**src/rtl/wallace_vec_scale.sv**
```systemverilog
// wallace_vec_scale: handshaked vector-by-scalar multiplier. A NUM_CH-element
// unsigned vector and one scalar are accepted together; LANES Wallace-tree
// multipliers are time-shared over BEATS = ceil(NUM_CH/LANES) cycles to form
// every element*scalar product, and the whole product vector is then offered
// on a valid/ready port.
//
// Ports:
//   clk, rst_n          single rising-edge clock, synchronous active-low reset
//   in_valid/in_ready   input handshake; in_ready is high only while idle
//   in_vec, scalar      element i at in_vec[i*DATA_W +: DATA_W]
//   out_valid/out_ready output handshake; result held until accepted
//   out_vec             product i at out_vec[i*2*DATA_W +: 2*DATA_W]
//   busy                high while computing or holding a result
//   out_sum             sum of all products, present only when the
//                       WVS_SUM_EN macro is defined
//
// Latency: accept at edge k gives out_valid after edge k+BEATS; accepts are
// spaced at least BEATS+2 cycles apart.

module wvs_wallace_mul #(
  parameter int W = 8
) (
  input  logic [W-1:0]   a,
  input  logic [W-1:0]   b,
  output logic [2*W-1:0] p
);
  localparam int PW = 2 * W;
  // Keep at least two rows so the final adder always has two operands.
  localparam int RW = (W < 2) ? 2 : W;

  // Row count left after s layers of 3:2 compression.
  function automatic int rows_after(input int s);
    int n;
    n = W;
    for (int i = 0; i < s; i++) begin
      if (n > 2) n = 2 * (n / 3) + n % 3;
    end
    return n;
  endfunction

  function automatic int stage_count();
    int n;
    int k;
    n = W;
    k = 0;
    while (n > 2) begin
      n = 2 * (n / 3) + n % 3;
      k++;
    end
    return k;
  endfunction

  localparam int NST = stage_count();

  logic [PW-1:0] rows [NST+1][RW];

  // Partial products, one shifted row per multiplier bit.
  for (genvar i = 0; i < RW; i++) begin : g_pp
    if (i < W) begin : g_row
      assign rows[0][i] = b[i] ? ({{W{1'b0}}, a} << i) : '0;
    end else begin : g_pad
      assign rows[0][i] = '0;
    end
  end

  // Each layer compresses every full group of three rows into a sum row and
  // a carry row; leftover rows pass straight through to the next layer.
  // Carries out of the top bit are dropped: the true product fits in PW bits,
  // so modular accumulation still gives the exact result.
  for (genvar s = 0; s < NST; s++) begin : g_stage
    localparam int N  = rows_after(s);
    localparam int NN = rows_after(s + 1);
    localparam int G  = N / 3;
    for (genvar g = 0; g < G; g++) begin : g_csa
      assign rows[s+1][2*g]   = rows[s][3*g] ^ rows[s][3*g+1] ^ rows[s][3*g+2];
      assign rows[s+1][2*g+1] = ((rows[s][3*g]   & rows[s][3*g+1]) |
                                 (rows[s][3*g]   & rows[s][3*g+2]) |
                                 (rows[s][3*g+1] & rows[s][3*g+2])) << 1;
    end
    for (genvar r = 0; r < N - 3 * G; r++) begin : g_pass
      assign rows[s+1][2*G+r] = rows[s][3*G+r];
    end
    for (genvar z = NN; z < RW; z++) begin : g_zero
      assign rows[s+1][z] = '0;
    end
  end

  assign p = rows[NST][0] + rows[NST][1];
endmodule

module wallace_vec_scale #(
  parameter int DATA_W = 8,
  parameter int NUM_CH = 9,
  parameter int LANES  = 3,
  localparam int SUM_W = (NUM_CH > 1) ? 2 * DATA_W + $clog2(NUM_CH) : 2 * DATA_W + 1
) (
  input  logic                       clk,
  input  logic                       rst_n,
  input  logic                       in_valid,
  output logic                       in_ready,
  input  logic [NUM_CH*DATA_W-1:0]   in_vec,
  input  logic [DATA_W-1:0]          scalar,
  output logic                       out_valid,
  input  logic                       out_ready,
  output logic [NUM_CH*2*DATA_W-1:0] out_vec,
  output logic                       busy
`ifdef WVS_SUM_EN
  ,
  output logic [SUM_W-1:0]           out_sum
`endif
);
  localparam int PW     = 2 * DATA_W;
  localparam int BEATS  = (NUM_CH + LANES - 1) / LANES;
  localparam int BEAT_W = (BEATS > 1) ? $clog2(BEATS) : 1;

  typedef enum logic [1:0] {IDLE, CALC, DONE} state_t;

  state_t                     state;
  logic [BEAT_W-1:0]          beat;
  logic [NUM_CH*DATA_W-1:0]   vec_q;
  logic [DATA_W-1:0]          scal_q;
  logic [PW-1:0]              lane_p [LANES];
`ifdef WVS_SUM_EN
  logic [LANES-1:0]           lane_act;
  logic [SUM_W-1:0]           beat_sum;
`endif

  assign in_ready = (state == IDLE);

  // Lane l handles channel beat*LANES+l. The operand is an AND-OR mux over
  // the beats in which that lane has a real channel; lanes past the last
  // channel in the final beat see zero and are marked inactive.
  for (genvar l = 0; l < LANES; l++) begin : g_lane
    logic [DATA_W-1:0] opnd [BEATS];
    logic [BEATS-1:0]  hit;
    logic [DATA_W-1:0] a_sel;

    for (genvar b = 0; b < BEATS; b++) begin : g_beat
      if (b * LANES + l < NUM_CH) begin : g_used
        assign hit[b]  = (beat == BEAT_W'(b));
        assign opnd[b] = hit[b] ? vec_q[(b*LANES+l)*DATA_W +: DATA_W] : '0;
      end else begin : g_idle
        assign hit[b]  = 1'b0;
        assign opnd[b] = '0;
      end
    end

    always_comb begin
      a_sel = '0;
      for (int b = 0; b < BEATS; b++) a_sel = a_sel | opnd[b];
    end

`ifdef WVS_SUM_EN
    assign lane_act[l] = |hit;
`endif

    wvs_wallace_mul #(.W(DATA_W)) u_mul (
      .a (a_sel),
      .b (scal_q),
      .p (lane_p[l])
    );
  end

  // Channel c is written only in beat c/LANES, by lane c%LANES, and is held
  // otherwise, so out_vec stays stable in DONE.
  for (genvar c = 0; c < NUM_CH; c++) begin : g_ch
    logic [PW-1:0] prod_r;
    always_ff @(posedge clk) begin
      if (!rst_n) begin
        prod_r <= '0;
      end else if (state == CALC && beat == BEAT_W'(c / LANES)) begin
        prod_r <= lane_p[c % LANES];
      end
    end
    assign out_vec[c*PW +: PW] = prod_r;
  end

`ifdef WVS_SUM_EN
  always_comb begin
    beat_sum = '0;
    for (int l = 0; l < LANES; l++) begin
      if (lane_act[l]) beat_sum = beat_sum + SUM_W'(lane_p[l]);
    end
  end
`endif

  always_ff @(posedge clk) begin
    if (!rst_n) begin
      state     <= IDLE;
      beat      <= '0;
      out_valid <= 1'b0;
      busy      <= 1'b0;
      vec_q     <= '0;
      scal_q    <= '0;
`ifdef WVS_SUM_EN
      out_sum   <= '0;
`endif
    end else begin
      case (state)
        IDLE: begin
          if (in_valid) begin
            vec_q   <= in_vec;
            scal_q  <= scalar;
            beat    <= '0;
            busy    <= 1'b1;
            state   <= CALC;
`ifdef WVS_SUM_EN
            out_sum <= '0;
`endif
          end
        end
        CALC: begin
`ifdef WVS_SUM_EN
          out_sum <= out_sum + beat_sum;
`endif
          if (beat == BEAT_W'(BEATS - 1)) begin
            state     <= DONE;
            out_valid <= 1'b1;
          end else begin
            beat <= beat + BEAT_W'(1);
          end
        end
        DONE: begin
          if (out_ready) begin
            out_valid <= 1'b0;
            busy      <= 1'b0;
            state     <= IDLE;
          end
        end
        default: state <= IDLE;
      endcase
    end
  end
endmodule

```
**config.mk**
```make
export PLATFORM = sky130hd
export DESIGN_NAME = wallace_vec_scale
export DESIGN_NICKNAME = d
export VERILOG_FILES = /design/src/rtl/wallace_vec_scale.sv
export SDC_FILE = /design/constraint.sdc
export NUM_CORES = 1
export LEC_CHECK = 0
export ABC_AREA = 1
export CAP_MARGIN = 0
export CORE_MARGIN = 2
export CORE_UTILIZATION = 55
export DETAILED_ROUTE_END_ITERATION = 16
export PLACE_DENSITY_LB_ADDON = 0.15
export RECOVER_POWER = 100
export SETUP_SLACK_MARGIN = 0.05
export SYNTH_ARGS = -nofsm -noshare
export SYNTH_HDL_FRONTEND = slang
export SYNTH_SLANG_ARGS = --single-unit
```
**constraint.sdc**
```tcl
create_clock -name clk -period 5.42 [get_ports clk]
set_input_delay 1.626 -clock clk [delete_from_list [all_inputs] [get_ports clk]]
set_output_delay 1.626 -clock clk [all_outputs]
set_load 0.01 [all_outputs]
```
==> metrics.txt <==
status=complete, but fails checks; failing checks=max-capacitance violations; synth unique cells=28; share of the synthesized area in the top cell type=30.8%; TritonCTS Sinks=between 200 and 250; Setup TNS=0 ns; FF+latch count, synth=230; CTS tree=yes; fmax=200 MHz; pwr/cell area=approximately 270 mW/mm²; DP Worst Slack=between 0.5 and 0.6 ns; mean area per synthesized cell=7.29 µm²; worst hold stages=2; layout cells sized above 1=3.25%; post-CTS setup buffers=0; final wirelength=just under 40000 µm; Final Critical Period=4.99 ns; Hold WC Path Type=register to register; cell chain of the critical path=inv_1 -> ha_1 -> buf_4 -> nand2_1 -> nand3_1 -> nand2_1 -> inv_1 -> fa_1 -> inv_1 -> fa_1 -> fa_1 -> inv_1 -> ha_1 -> ha_1 -> fa_1 -> nand2_1 -> nand3_1 -> nand3_1 -> a21o_1 -> nand3_1 -> nand2_1 -> inv_1; final std cells w/o fill=2585; Final Hold Viols=0; fill count=2268; slowest library cell on the worst path=fa_1; Setup Skew=about 0.024 ns; Worst Setup End Kind=register; Top Ports=231; Vias=~13000; cts repair resizes=0; vias in the first global route=about 13000; pin count of the biggest net entering global routing=99; CP Launch Type=register; ANT nets after route=0; Initial Utilization=between 50% and 60%; Syn. warnings=0; syn_nets=2327; power consumption=4.89 mW; power share of the clock group=roughly a third; CP startpoint=beat[1]$_SDFFE_PN0P_; Post-synth top flop=dfxtp_1; Static Leak=9.72 nW; root buffer cell=clkbuf_16; Seq/Total Area, Yosys=30.8%; cts hold-fix bufs=0; Congestion Overflow GR=0; Final HPWL DP=29000 µm; Via density=5.19; Net Sw Power=1.61 mW; All-Layer GR Usage=27.7%; Post-Syn Area=0.0149 mm²; P_int=roughly 3.3 mW; Post-synth top cells=nand2_1, inv_1, dfxtp_1, nor2_1, fa_1; final instance area=0.0181 mm²; Worst-Margin Slew=1.49 ns; CTS Buffer Depth=3; required time of the worst setup path=5.84 ns; CTS Buf Count=24; fin worst setup slack=0.431 ns; Die X-Extent=169 µm; Seq pwr share=39.2%; Reg2Reg Depth=22; HP Start=g_ch[3].prod_r[7]$_SDFFE_PN0P_; Cells after DPL=approximately 2500; global placement routability congestion=0.916; unrepaired setup endpoints after global routing=no; crit path max fanout=24; router iterations before antenna repair=5; Synth area leaders=dfxtp_1, fa_1, nand2_1; Layout area overhead=21.4%; Post-synth ARST share=0%; Sw Share=33.0%; routed length per instance=15.0 µm; r2r setup slk=0.43 ns; Hold Crit Endpoint=g_ch[3].prod_r[7]$_SDFFE_PN0P_; final core utilization=67.6%; Logic pwr share=27.8%; Core ar.=0.0268 mm²; CP most frequent cell=inv_1; crit path DAT=5.41 ns; clk slew on worst S/H paths=0.06 ns; Syn Inst Count=2048; final hold slack=0.460 ns; initial antenna violation count=0; H-tree depth=1; die height=169 µm; critical path's largest stage delay=0.53 ns; nets@finish=2509; Max Cap Viol=1; ANT cells=0; reg2reg end=g_ch[7].prod_r[11]$_SDFFE_PN0P_; first-pass GRT wire length=64700 µm; Post-synth EDFFs=0; worst skew pair latency=0.54 ns; Cell Area, Placed=0.0174 mm²; launching point of the worst reg2reg path=beat[1]$_SDFFE_PN0P_; Peak supply drop=227 µV; Tcrit/Tclk final=92.0%; drt drc=0; IO buf count=230; setup violators final=0; initial DRC count=967; fin. max-slew vios=0; relative max-transition margin=less than 1%; cell taking the most area after synthesis=dfxtp_1; CP Class=register to register; FP Rows=60; die area=0.0285 mm²; count leader, synth=nand2_1
## per-layer routing
layer	part of all wire [%]	GRT usage [%]
met1	42	34.4
met2	50	49.6
met3	6.0	3.95
met4	2.9	9.07
met5	0	0
## registers in the layout (all words and copies together) (netlist names)
| register | cells |
|---|---|
| scal_q | 8 |
| vec_q | 72 |
| state | 2 |
| busy | 1 |
| beat | 2 |
| g_ch.prod_r | 144 |
| out_valid | 1 |
## worst max-delay path: cells and delay by family, from the launching register on
family	cells	cell delay (ns)
buf+inv	6	0.50
simple gates	8	1.13
flops	1	0.33
fa+ha+maj	7	2.73
compound gates	1	0.16
## how the worst max path moves through the flow
stage | to | slack [ns] | depth (start not counted)
floorplan | g_ch[7].prod_r[11]$_SDFFE_PN0P_ | 0.97 | 21
global placement | g_ch[1].prod_r[15]$_SDFFE_PN0P_ | 0.60 | 22
detailed placement | g_ch[4].prod_r[14]$_SDFFE_PN0P_ | 0.52 | 22
CTS | g_ch[4].prod_r[14]$_SDFFE_PN0P_ | 0.48 | 22
global route | g_ch[4].prod_r[14]$_SDFFE_PN0P_ | 0.15 | 22
finish | g_ch[7].prod_r[11]$_SDFFE_PN0P_ | 0.43 | 22
## kinds of logic (layout without fill, tap and decap cells)
| kind of cell | Yosys count | count (layout) | share of synthesized area, % |
|---|---|---|---|
| buffers and inverters | 466 | 662 | 12.5 |
| and+or+nand+nor | 863 | 863 | 23.0 |
| xor gates and xnor gates | 9 | 9 | 0.528 |
| DFF | 230 | 230 | 30.8 |
| adders and majority gates | 195 | 195 | 22.2 |
| AOI/OAI and AO/OA | 285 | 285 | 10.9 |
## power groups by stage
stage                     registers [mW]  logic, mW  clock network (mW)
after floorplan                     1.93      0.874                   0
after global placement              1.95       1.34                   0
after detailed placement            1.96       1.37                   0
after CTS                           1.92       1.38                1.64
after global routing                1.93       1.53                1.71
final                               1.92       1.36                1.61
## cell type report
cell class	count	area, µm²	share of cell area [%]
Multi-Input combinational cell	1352	8460	46.6
Sequential cell	230	4600	25.4
Timing Repair Buffer	257	2490	13.7
Inverter	365	1380	7.61
Clock buffer	33	654	3.61
Tap cell	341	427	2.35
Clock inverter	7	115	0.635
## layout by cell type, fill, tap and decap left out, drive strengths merged, types with 24 or more instances in the layout
| cell type | count |
|---|---|
| nand3 | 116 |
| buf | 24 |
| inv | 364 |
| fa | 117 |
| o21ai | 118 |
| nor2 | 197 |
| nand2 | 542 |
| clkdlybuf4s50 | 82 |
| o21a | 54 |
| dfxtp | 230 |
| dlygate4sd3 | 147 |
| clkbuf | 37 |
| ha | 78 |
| a21oi | 88 |
No activity file was read; power rests on OpenSTA's default activity.
==> edit 1: new RTL, same settings <==
`DATA_W`: 8 -> 12.
--- a/src/rtl/wallace_vec_scale.sv
+++ b/src/rtl/wallace_vec_scale.sv
@@ -89,7 +89,7 @@
 endmodule
 
 module wallace_vec_scale #(
-  parameter int DATA_W = 8,
+  parameter int DATA_W = 12,
   parameter int NUM_CH = 9,
   parameter int LANES  = 3,
   localparam int SUM_W = (NUM_CH > 1) ? 2 * DATA_W + $clog2(NUM_CH) : 2 * DATA_W + 1
Ports: changed (resized in_vec, out_vec and scalar); port bits go from 231 to 343. No check against the original RTL was run, so the function may have changed too.
==> edit 1 against the unedited design <==
  * The flow finishes with violations (capacitance limit, slew limit)
  * Die area rose by 82%
  * Wire length up 100%
  * Non-clock buffer count is 268 higher
  * Sequential cell count up 112
  * Power up 100%
  * Clock skew about the same
  * Area after synthesis increased by 84%
  * Setup slack lost 0.31 ns
  * Critical path depth is 4 higher
  * Final area rose by 94%
  * Largest power group is now combinational cells
==> edit 1: results (changes against the unedited design) <==
| Metric | Value |
|---|---|
| FF-to-FF path depth | `26 (+18%)` |
| Initial antenna violation count | `1 (+1)` |
| Vias post-DR | `24,700 (+84%)` |
| Worst Skew | `0.02383 ns (-0.0004870 ns)` |
| Synth Instances | `3,758 (+83%)` |
| Switching share of total power | `38.37% (+5.4 points)` |
| Outcome | `finished, violations left` |
| Met1 GRT Util | `34.99% (+0.59 points)` |
| Avg WL per Cell | `16.29 um (+8.5%)` |
| Post-Layout Cell Count | `4,813 (+86%)` |
| DP Cell Count | `4,715 (+85%)` |
| Hold_sp | `g_ch[7].prod_r[1]` |
| Seq/Total Area, Yosys | `24.88% (-6.0 points)` |
| CP Max Fanout | `10 (-58%)` |
| Reg-to-reg startpoint | `beat[0]` |
| Worst-skew pair later-pin latency | `0.58 ns (+0.04 ns)` |
| Met1 wire length | `30,580 um (+89%)` |
| Max Slew Vio Count | `125 (+125)` |
| CP peak stage delay | `0.57 ns (+0.04 ns)` |
| Post-Route Utilization | `71.44% (+3.8 points)` |
| MaxCap Viol Count | `1 (unchanged)` |
| Metal2 WL | `41,890 um (+120%)` |
| Violated checks | `capacitance limit, slew limit` |
| Worst hold slack | `0.4594 ns (-0.0005840 ns)` |
| Switching power of the nets | `3.771 mW (+130%)` |
| Place WS | `-0.05014 ns (-0.5747 ns)` |
| GP Congestion | `0.9129 (-0.34%)` |
| Vias in the first global route | `24,900 (+86%)` |
| Net Count, Synth | `4,344 (+87%)` |
edit 1: changes by cell type in the layout (fill, tap and decap cells not counted), sizes merged, moves of 79 or more:
cell,change
inv,+448
nand2,+418
fa,+195
buf,+154
dfxtp,+112
nor2,+101
nand3,+79
edit 1: final cells by class:
cell class	count	share of cell area (%)
antenna	1	0.007126
clock buffer	55	3.171
clock inverter	13	0.4204
inverter	814	8.729
multi-input combinational	2399	51.27
sequential	342	19.52
tap	664	2.366
timing repair buffer	525	14.51
edit 1: kinds of logic after synthesis:
logic type | count (synthesis) | share of synthesized area (%)
and+or+nand+nor | 1472 | 21.19
xor gates and xnor gates | 15 | 0.4774
buffers and inverters | 1017 | 14.52
adders and majority gates | 462 | 29.52
AOI/OAI and AO/OA | 450 | 9.420
DFF | 342 | 24.88
edit 1: repair_timing:
item,in CTS,in global routing
hold buffers,0,0
endpoints found under the setup margin,94,129
buffers inserted,0,22
pin swaps,3,87
gates cloned,0,7
gates resized for setup,26,317
edit 1: worst max path at each step:
stage | to | depth (start not counted) | slack, ns | startpoint
detailed placement | g_ch[8].prod_r[21] | 25 | -0.05 | beat[0]
CTS | g_ch[8].prod_r[23] | 28 | 0.04 | beat[0]
global route | g_ch[6].prod_r[21] | 26 | -0.08 | beat[0]
floorplan | g_ch[6].prod_r[23] | 27 | 0.22 | beat[0]
finish | g_ch[7].prod_r[19] | 26 | 0.12 | beat[0]
global placement | g_ch[8].prod_r[21] | 25 | -0.04 | beat[0]
edit 1: critical path, delay by kind of cell, from the launching register on:
kind	cells	cell delay [ns]
adder cells (fa/ha/maj)	7	3.06
buffers and inverters	7	0.59
flip-flops	1	0.37
AND/OR/NAND/NOR	11	1.00
AO/OA/AOI/OAI	1	0.18
==> edit 2: new RTL, same settings <==
Without the edit above. Make the reset (`rst_n`) asynchronous in 2 clocked blocks. Comments in the files are not updated.
--- a/src/rtl/wallace_vec_scale.sv
+++ b/src/rtl/wallace_vec_scale.sv
@@ -165,7 +165,7 @@
   // otherwise, so out_vec stays stable in DONE.
   for (genvar c = 0; c < NUM_CH; c++) begin : g_ch
     logic [PW-1:0] prod_r;
-    always_ff @(posedge clk) begin
+    always_ff @(posedge clk or negedge rst_n) begin
       if (!rst_n) begin
         prod_r <= '0;
       end else if (state == CALC && beat == BEAT_W'(c / LANES)) begin
@@ -184,7 +184,7 @@
   end
 `endif
 
-  always_ff @(posedge clk) begin
+  always_ff @(posedge clk or negedge rst_n) begin
     if (!rst_n) begin
       state     <= IDLE;
       beat      <= '0;
Formal check against the unedited RTL: not equivalent (a bounded check fails within 4 cycles, from zero or initial values and one cycle with rst_n low; the reset may be asserted at any time).
==> edit 2 against the unedited design <==
  * The flow finishes with violations (capacitance limit, slew limit)
  * Setup slack got worse by 0.10 ns
  * Area after synthesis rose by 0.62%
  * Wire length decreased by 3.4%
  * Largest cell class unchanged
  * Final area grew 1.4%
  * Sequential cell count unchanged
  * Global-route usage fell by 0.76 points
  * Worst hold slack improved by 0.0097 ns
  * Critical endpoint is now g_ch[6].prod_r[9]
Power is not shown: default switching activity piles up to over one toggle a cycle in this logic, so the estimate is an artifact.
==> edit 2: results (changes against the unedited design) <==
| Metric | Value |
|---|---|
| H-tree levels | `1 (unchanged)` |
| Critical path's slowest cell | `fa_1` |
| Fraction of registers with async set/reset | `100.0% (+100 points)` |
| Detailed Place HPWL | `27,990 um (-3.3%)` |
| Max Slew Vio Count | `336 (+336)` |
| Initial antenna violation count | `0 (unchanged)` |
| CTS resizes | `0 (unchanged)` |
| Initial DRC count | `1,013 (+4.8%)` |
| Synth Area in Adders | `22.09% (-0.14 points)` |
| CP Data Arrival Time | `5.42 ns (about the same)` |
| Num CTS Buffers | `24 (unchanged)` |
| CTS Root Cell | `clkbuf_16` |
| Area fraction in compound gates after synthesis | `3.316% (-7.6 points)` |
| Clk slew on worst S/H paths | `0.06 ns (about the same)` |
| Synth area leaders | `dfrtp_1, fa_1, nand2_1` |
| Ys flop type | `dfrtp_1` |
| Drt via density | `5.277 (+1.7%)` |
| Post-CTS setup buffers | `0 (unchanged)` |
| Number of synthesis warnings | `0 (unchanged)` |
| First-pass GRT wire length | `61,750 um (-4.5%)` |
| Hold Crit Class | `flop to flop` |
| Worst-skew pair later-pin latency | `0.55 ns` |
| Total wire length | `37,520 um (-3.4%)` |
| Worst Skew | `0.03001 ns (+0.005693 ns)` |
| Seq/Total Area, Yosys | `38.32% (+7.5 points)` |
| PortBufs | `230 (unchanged)` |
| Mux cell area share after synthesis | `5.998% (+6.0 points)` |
| Post-layout net count | `2,210 (-12%)` |
| Synth top cells by count | `nand2_1, inv_1, dfrtp_1` |
| Yosys cell types | `25 (-11%)` |
| Vias in the first global route | `12,700 (-5.1%)` |
| Drt pass-1 iters | `5 (unchanged)` |
| Max-slew headroom | `-62.62% (-63 points)` |
| Synth Area in XOR/XNOR | `0.5248% (-0.0033 points)` |
| Net Count, Synth | `2,010 (-14%)` |
| Top flop regs | `g_ch.prod_r: 144 flops, vec_q: 72 flops, scal_q: 8 flops` |
| GRT Total Usage | `26.94% (-0.76 points)` |
| CP Max Fanout | `25 (+4.2%)` |
| Share of cells above drive strength 1 | `2.976% (-0.28 points)` |
| Placed cell area | `17,570 sq um (+1.1%)` |
| Diode count | `0 (unchanged)` |
| MaxCap Viol Count | `5 (+4)` |
| Clock Path Buffers | `3 (unchanged)` |
| Violated checks | `capacitance limit, slew limit` |
| GP Congestion | `0.8816 (-3.8%)` |
| Total of fill cells in the finished design | `2,204 (-2.8%)` |
| CP peak stage delay | `0.53 ns (about the same)` |
| Largest net degree at the start of global routing | `124 (+25%)` |
| Outcome | `finished, violations left` |
[edit 2: cell count changes in the layout (fill, tap and decap cells not counted), sizes merged, moves of 13 or more]
| cell | delta |
|---|---|
| dfrtp | +230 |
| dfxtp | -230 |
| nor2 | -164 |
| inv | -82 |
| mux2 | +80 |
| a21oi | -76 |
| nand2 | +64 |
| o21a | -54 |
| o21ai | -32 |
| o21bai | -18 |
| buf | -13 |
[edit 2: critical path, delay by kind of cell, from the launching register on]
| family | cells | cell delay (ns) |
|---|---|---|
| adders and majority gates | 7 | 2.68 |
| and+or+nand+nor | 6 | 0.80 |
| buffers and inverters | 3 | 0.48 |
| xor gates and xnor gates | 1 | 0.39 |
| DFF | 1 | 0.38 |
| AOI/OAI and AO/OA | 1 | 0.13 |
[edit 2: cells by family after synthesis]
logic type	count (synthesis)
AND/OR/NAND/NOR	765
buffers and inverters	353
flip-flops	230
adder cells (fa/ha/maj)	195
AO/OA/AOI/OAI	99
multiplexers	80
XOR/XNOR	9
[edit 2: area by class of cell]
cell class / instances / area (sq um) / area share (%)
Clock buffer: 34 / 698.2 / 3.799
Clock inverter: 10 / 160.2 / 0.8715
Inverter: 282 / 1059 / 5.760
Multi-Input combinational cell: 1148 / 7879 / 42.87
Sequential cell: 230 / 5756 / 31.32
Tap cell: 341 / 426.7 / 2.322
Timing Repair Buffer: 245 / 2400 / 13.06
[edit 2: final timing paths]
check,from,end,depth (start not counted),slack [ns]
hold / removal,g_ch[8].prod_r[7],g_ch[8].prod_r[7],2,0.47
hold reg to reg,g_ch[8].prod_r[7],g_ch[8].prod_r[7],2,0.47
min in group asynchronous,rst_n,g_ch[2].prod_r[6],1,1.81
setup / recovery,beat[0],g_ch[6].prod_r[9],18,0.33
max in group asynchronous,rst_n,g_ch[0].prod_r[13],2,0.77
setup reg to reg,beat[0],g_ch[6].prod_r[9],18,0.33
[edit 2: metal layers]
| metal | GRT usage, % | share of wire, % |
|---|---|---|
| met1 | 32.64 | 40 |
| met2 | 50.28 | 52 |
| met3 | 2.775 | 5.2 |
| met4 | 8.844 | 3.0 |
| met5 | 0 | 0 |
[edit 2: stage by stage]
step,setup WS [ns],instances,hold WS [ns]
2_1_floorplan,0.8314,1731,0.4641
3_3_place_gp,0.5852,2246,0.4633
3_5_place_dp,0.4205,2246,0.4642
4_1_cts,0.3562,2290,0.4794
5_1_grt,0.04207,2290,0.4921
6_report,0.3317,2290,0.4696
